<file path="src/rtl/des_pkg.sv">
// DES key-schedule tables and helpers shared by the subkey generator.
// Holds the per-round shift table, the PC1/PC2 index tables (DES 1-based
// bit numbers), the FSM state enum and the 28-bit half rotations.
package des_pkg;

  typedef enum logic {IDLE = 1'b0, RUN = 1'b1} state_e;

  // Left-shift amount for rounds 1..16, stored at index round-1
  localparam int unsigned SHIFT_TAB [16] = '{1, 1, 2, 2, 2, 2, 2, 2, 1, 2, 2, 2, 2, 2, 2, 1};

  // PC1: output bit i+1 (C0D0, MSB first) takes DES key bit PC1_TAB[i]
  localparam int unsigned PC1_TAB [56] = '{
    57, 49, 41, 33, 25, 17,  9,  1, 58, 50, 42, 34, 26, 18,
    10,  2, 59, 51, 43, 35, 27, 19, 11,  3, 60, 52, 44, 36,
    63, 55, 47, 39, 31, 23, 15,  7, 62, 54, 46, 38, 30, 22,
    14,  6, 61, 53, 45, 37, 29, 21, 13,  5, 28, 20, 12,  4};

  // PC2: subkey bit i+1 (MSB first) takes C/D bit PC2_TAB[i]
  localparam int unsigned PC2_TAB [48] = '{
    14, 17, 11, 24,  1,  5,  3, 28, 15,  6, 21, 10,
    23, 19, 12,  4, 26,  8, 16,  7, 27, 20, 13,  2,
    41, 52, 31, 37, 47, 55, 30, 40, 51, 45, 33, 48,
    44, 49, 39, 56, 34, 53, 46, 42, 50, 36, 29, 32};

  // Shift amount for a round, r0 = round-1; 1'b1 means shift by two
  function automatic logic shift_two(input logic [3:0] r0);
    return (SHIFT_TAB[r0] == 2);
  endfunction

  function automatic logic [27:0] rotl28(input logic [27:0] h, input logic two);
    return two ? {h[25:0], h[27:26]} : {h[26:0], h[27]};
  endfunction

  function automatic logic [27:0] rotr28(input logic [27:0] h, input logic two);
    return two ? {h[1:0], h[27:2]} : {h[0], h[27:1]};
  endfunction

  // C and D rotate independently
  function automatic logic [55:0] rotl_cd(input logic [55:0] cd, input logic two);
    return {rotl28(cd[55:28], two), rotl28(cd[27:0], two)};
  endfunction

  function automatic logic [55:0] rotr_cd(input logic [55:0] cd, input logic two);
    return {rotr28(cd[55:28], two), rotr28(cd[27:0], two)};
  endfunction

  // PC1 on a key whose MSB is DES bit 1; parity bits fall out here
  function automatic logic [55:0] pc1(input logic [63:0] key);
    logic [55:0] r;
    r = '0;
    for (int i = 0; i < 56; i++) r[55-i] = key[64-PC1_TAB[i]];
    return r;
  endfunction

  // High if any key byte breaks the DES odd-parity rule
  function automatic logic key_parity_bad(input logic [63:0] key);
    logic bad;
    bad = 1'b0;
    for (int b = 0; b < 8; b++) bad = bad | ~(^key[b*8 +: 8]);
    return bad;
  endfunction

endpackage

</file>
<file path="src/rtl/des_pc2.sv">
// Combinational DES PC2: 56-bit C/D register to 48-bit round subkey.
module des_pc2
  import des_pkg::*;
(
  input  logic [55:0] cd_i,
  output logic [47:0] subkey_o
);

  // PC2 discards eight C/D bits; fold them so the drop is explicit
  logic unused_cd;
  assign unused_cd = ^cd_i;

  for (genvar i = 0; i < 48; i++) begin : g_pc2
    assign subkey_o[47-i] = cd_i[56-PC2_TAB[i]];
  end

endmodule

</file>
<file path="src/rtl/des_key_stream.sv">
// Sequential DES subkey generator: one C/D register rotated per transfer,
// streaming K1..K16 (encrypt) or K16..K1 (decrypt) over valid/ready.
// Optional feature macro: KEY_PARITY_CHECK_EN (flags even-parity key bytes).
module des_key_stream
  import des_pkg::*;
#(
  parameter bit IDLE_ZERO = 1'b1
) (
  input  logic        clk,
  input  logic        rst,
  input  logic        load,
  input  logic [63:0] key,
  input  logic        decrypt,
  output logic [47:0] subkey,
  output logic        subkey_valid,
  input  logic        subkey_ready,
  output logic [4:0]  subkey_idx,
  output logic        busy,
  output logic        done,
  output logic        parity_err
);

  state_e      state_q, state_d;
  logic [55:0] cd_q, cd_d;
  logic [4:0]  cnt_q, cnt_d;
  logic        dir_q, dir_d;
  logic        done_q, done_d;
  logic        xfer;
  logic [47:0] pc2_w;

  // Key parity bits never reach PC1; fold the whole key so none dangle
  logic unused_key;
  assign unused_key = ^key;

  // Next-state: load restarts from any state; a transfer advances the schedule
  always_comb begin
    state_d = state_q;
    cd_d    = cd_q;
    cnt_d   = cnt_q;
    dir_d   = dir_q;
    done_d  = 1'b0;
    xfer    = (state_q == RUN) && subkey_ready;
    if (load) begin
      // Decrypt starts from C16D16, which equals C0D0 after 28 total shifts
      state_d = RUN;
      cd_d    = decrypt ? pc1(key) : rotl_cd(pc1(key), 1'b0);
      cnt_d   = 5'd1;
      dir_d   = decrypt;
    end else if (xfer) begin
      if (cnt_q == 5'd16) begin
        state_d = IDLE;
        cnt_d   = 5'd0;
        done_d  = 1'b1;
      end else begin
        // Encrypt moves to round cnt+1; decrypt undoes round 17-cnt
        cd_d  = dir_q ? rotr_cd(cd_q, shift_two(4'(5'd16 - cnt_q)))
                      : rotl_cd(cd_q, shift_two(cnt_q[3:0]));
        cnt_d = cnt_q + 5'd1;
      end
    end
  end

  // State and schedule registers
  always_ff @(posedge clk) begin
    if (rst) begin
      state_q <= IDLE;
      cd_q    <= '0;
      cnt_q   <= '0;
      dir_q   <= 1'b0;
      done_q  <= 1'b0;
    end else begin
      state_q <= state_d;
      cd_q    <= cd_d;
      cnt_q   <= cnt_d;
      dir_q   <= dir_d;
      done_q  <= done_d;
    end
  end

  des_pc2 u_pc2 (
    .cd_i     (cd_q),
    .subkey_o (pc2_w)
  );

  assign subkey_valid = (state_q == RUN);
  assign busy         = (state_q == RUN);
  assign done         = done_q;
  assign subkey_idx   = subkey_valid ? (dir_q ? 5'd17 - cnt_q : cnt_q) : 5'd0;
  assign subkey       = (IDLE_ZERO && !subkey_valid) ? 48'h0 : pc2_w;

`ifdef KEY_PARITY_CHECK_EN
  logic parity_err_q, parity_err_d;

  // Parity verdict captured on each load, held until the next load or reset
  always_comb begin
    parity_err_d = parity_err_q;
    if (load) parity_err_d = key_parity_bad(key);
  end

  // Parity flag register
  always_ff @(posedge clk) begin
    if (rst) parity_err_q <= 1'b0;
    else     parity_err_q <= parity_err_d;
  end

  assign parity_err = parity_err_q;
`else
  assign parity_err = 1'b0;
`endif

endmodule

</file>
<file path="config.mk">
export PLATFORM = sky130hd
export DESIGN_NAME = des_key_stream
export DESIGN_NICKNAME = d
export VERILOG_FILES = /design/src/rtl/des_pkg.sv /design/src/rtl/des_pc2.sv /design/src/rtl/des_key_stream.sv
export SDC_FILE = /design/constraint.sdc
export NUM_CORES = 1
export LEC_CHECK = 0
export BUFFER_PORTS_ARGS = -buffer_cell sky130_fd_sc_hd__buf_4
export CORE_MARGIN = 8
export CORE_UTILIZATION = 44
export DETAILED_ROUTE_END_ITERATION = 6
export PLACE_DENSITY = 0.69
export REMOVE_ABC_BUFFERS = 1
export SLEW_MARGIN = 10
export SYNTH_ARGS = -nofsm -noshare
export SYNTH_HDL_FRONTEND = slang
export SYNTH_HIERARCHICAL = 1
export SYNTH_SLANG_ARGS = --single-unit
export TNS_END_PERCENT = 1
</file>
<file path="constraint.sdc">
create_clock -name clk -period 2 [get_ports clk]
set_clock_uncertainty 0.05 [all_clocks]
set_input_delay 0.4 -clock clk [delete_from_list [all_inputs] [get_ports clk]]
set_output_delay 0.4 -clock clk [all_outputs]
set_load 0.01 [all_outputs]
</file>
==> results.yml <==
yosys:
  synthTopCellsByCount: "mux2i_1, dfxtp_1, nor2_1, buf_4, a21oi_1"
  avgSynthCellArea_sq_um: 8.60
  synth_top_cell_area_share_pct: 21.8
  synth.ff_latch_count: 64
  yosys_most_used_dff: "dfxtp_1"
  yosysWarnings: 6
  yosysUniqueCellTypes: 36
  yosysMostFrequentCell: "mux2i_1"
  synth_area_leaders: "dfxtp_1, mux2i_1, a211oi_2"
  synth.cell_area_sq_um: 5860
  yosys.area.top_type: "dfxtp_1"
  yosysSeqAreaShare_pct: 21.8
  synth_edf_count: 0
  synth_cells: 682
  async_reset_ff_share_pct: 0
floorplanning:
  io_pins: 126
  std_cell_rows: 42
  initial_core_util_pct: 44.6
  die_area_sq_um: 17300
  fp.dieH_microns: 131
  fp.dieW_microns: 131
  core_sq_um: 13100
worst_setup_path:
  r2r_setup_slack_ns: 0.02
  startpoint: "cnt_q[0]$_SDFFE_PP0P_"
  required_ns: 2.17
  path_class: "reg -> reg"
  path_max_fanout: 7
  critPathCaptureType: "register"
  r2r-end: "cd_q[20]$_SDFFE_PP0P_"
  reg2reg_depth: 8
  cp.arrival_ns: 2.15
  r2r_start: "cnt_q[0]$_SDFFE_PP0P_"
  startpoint_type: "register"
placed_design:
  placed_area_sq_um: 6560
  io_buffer_count: 116
  hpwlAfterDp_microns: 10200
  preCtsSetupSlack_ns: -0.0848
  gp_congestion: 0.821
layout:
  drive_gt1_share_pct: 32.7
  fin_nets: 805
  antenna_cells: 0
  fin_area_sq_um: 7130
  fillerInstances: 1227
  area_delta_synth_final_pct: 21.7
  fin_util_pct: 54.3
drt:
  ant_nets: 0
  vias: 5095
  wirelength_microns: 15800
  drc_errors: 0
  dr.first_iter.drc_count: 418
  vias_per_cell: 5.60
  wl_per_cell_microns: 17.4
  drtPass1Iterations: 4
global_route:
  grt_max_degree: 63
  track_usage_pct: 17.0
  grt_pass1_vias: 5013
  grt_pass1_wl_microns: 25500
  overflow: 0
  antenna_found_initial: 0
pwr:
  switching_share_pct: 30.5
  seqPwrFrac_pct: 36.5
  power.net_switching_mw: 1.30
  powerDensity_nw_per_um2: 596
  comb_power_share_pct: 25.9
  p_clk_share_pct: 37.7
  p_int_mw: 2.95
  p_total_mw: 4.25
  vdd_drop_max_v: 0.000387
  p_leak_nw: 3.12
worst_hold_path:
  min_from: "key[57]"
  hold_path.class: "in -> reg"
  hold_depth: 5
  whs_endpoint: "cd_q[21]$_SDFFE_PP0P_"
timing:
  worstMarginPinSlew_ns: 0.710
  fin_crit_ns: 1.98
  fin_ws_ns: 0.0177
  slew_viol_final: 0
  setup_viol: 0
  fmax_mhz: 504
  finalHoldViolations: 0
  slew_headroom_pct: 52.6
  rsz0062_at_grt: "true"
  finalCritPeriodShare_pct: 99.1
cts:
  clk_path_buf_depth: 2
  cts.clk_slew.worst_paths_ns: 0.06
  cts_tree: "yes"
  clock_sinks: 64
  cts-buffers-inserted: 9
  cts_hold_buf: 0
  cts-root-buf: "clkbuf_16"
  ctsHtreeMaxLevel: 3
  clk_latency_ns: 0.33
outcome:
  outcome: "complete, no violations"
run:
  maxCapViolCount: 0
## per-layer routing
metal  part of all wire (%)  GRT usage [%]  vias to the layer above
met5                      0              0                        -
met3                    4.6           3.13                       10
met1                     47           23.0                     2424
li1                       -              -                     2536
met4                   0.80           5.49                        0
met2                     48           26.8                      125
## state kept, by name (all words and copies together) (netlist names)
name / count
cnt_q: 5
done: 1
dir_q: 1
busy: 1
cd_q: 56
## what timing repair did
item	4_1_cts	5_1_grt
cloned	0	7
resized for setup	7	13
setup buffers	0	6
endpoints found under the setup margin	58	58
pin swaps	0	8
## worst max-delay path, stage by stage, from the launching register on
cell	delay (ns)
dfxtp_4	0.39
inv_4	0.05
ha_4	0.15
nor4bb_4	0.15
buf_4	0.15
nor2_4	0.28
and3_4	0.38
clkbuf_16	0.21
a211oi_2	0.07
## metrics by stage
stage	cells	setup TNS [ns]	hold slack [ns]
2_1_floorplan	566	-103.16	0.419
3_3_place_gp	881	-0.195	0.492
3_5_place_dp	881	-2.54	0.500
4_1_cts	897	0	0.470
5_1_grt	910	-2.34	0.486
6_report	910	0	0.479
## placed cells by master, fill, tap and decap left out, types with 13 or more instances in the layout
| cell type | instances |
|---|---|
| a21oi_1 | 58 |
| dfxtp_1 | 60 |
| and2_1 | 53 |
| mux2i_1 | 114 |
| nor2_1 | 64 |
| o211ai_2 | 13 |
| or3_1 | 56 |
| buf_4 | 130 |
| buf_12 | 15 |
| a211oi_1 | 16 |
| o211ai_1 | 43 |
| clkbuf_16 | 14 |
| a211oi_2 | 40 |
## power by group through the flow
stage	sequential, mW	clock, mW	combinational (mW)
CTS	1.55	1.63	1.07
global route	1.57	1.68	1.20
finish	1.55	1.60	1.10
global placement	1.57	0	1.05
floorplan	1.53	0	0.650
detailed placement	1.58	0	1.07
## cell type report
| cell class | instances | area (sq um) | area share (%) |
|---|---|---|---|
| inverter | 4 | 20.0 | 0.281 |
| multi-input combinational | 498 | 3870 | 54.3 |
| tap | 176 | 220 | 3.09 |
| sequential | 64 | 1290 | 18.1 |
| clock buffer | 10 | 239 | 3.35 |
| timing repair buffer | 152 | 1420 | 20.0 |
| clock inverter | 6 | 67.6 | 0.947 |
## logic make-up after synthesis
group                    Yosys count  synth area share [%]
buffers and inverters            120                  13.5
XOR/XNOR                           8                  1.19
flip-flops                        64                  21.8
adder cells (fa/ha/maj)            7                  1.49
AND/OR/NAND/NOR                  194                  18.1
other                              1                0.0639
multiplexers                     114                  19.5
AO/OA/AOI/OAI                    174                  24.4
## worst max-delay path by stage
stage | endpoint | slack [ns] | depth (start not counted)
final | cd_q[20]$_SDFFE_PP0P_ | 0.02 | 8
after global routing | subkey_idx[4] | -0.06 | 5
after CTS | cd_q[32]$_SDFFE_PP0P_ | 0.01 | 9
after detailed placement | cd_q[10]$_SDFFE_PP0P_ | -0.08 | 9
after global placement | cd_q[24]$_SDFFE_PP0P_ | -0.02 | 9
after floorplan | cd_q[10]$_SDFFE_PP0P_ | -1.84 | 7
Power figures use the tool's default switching activity.
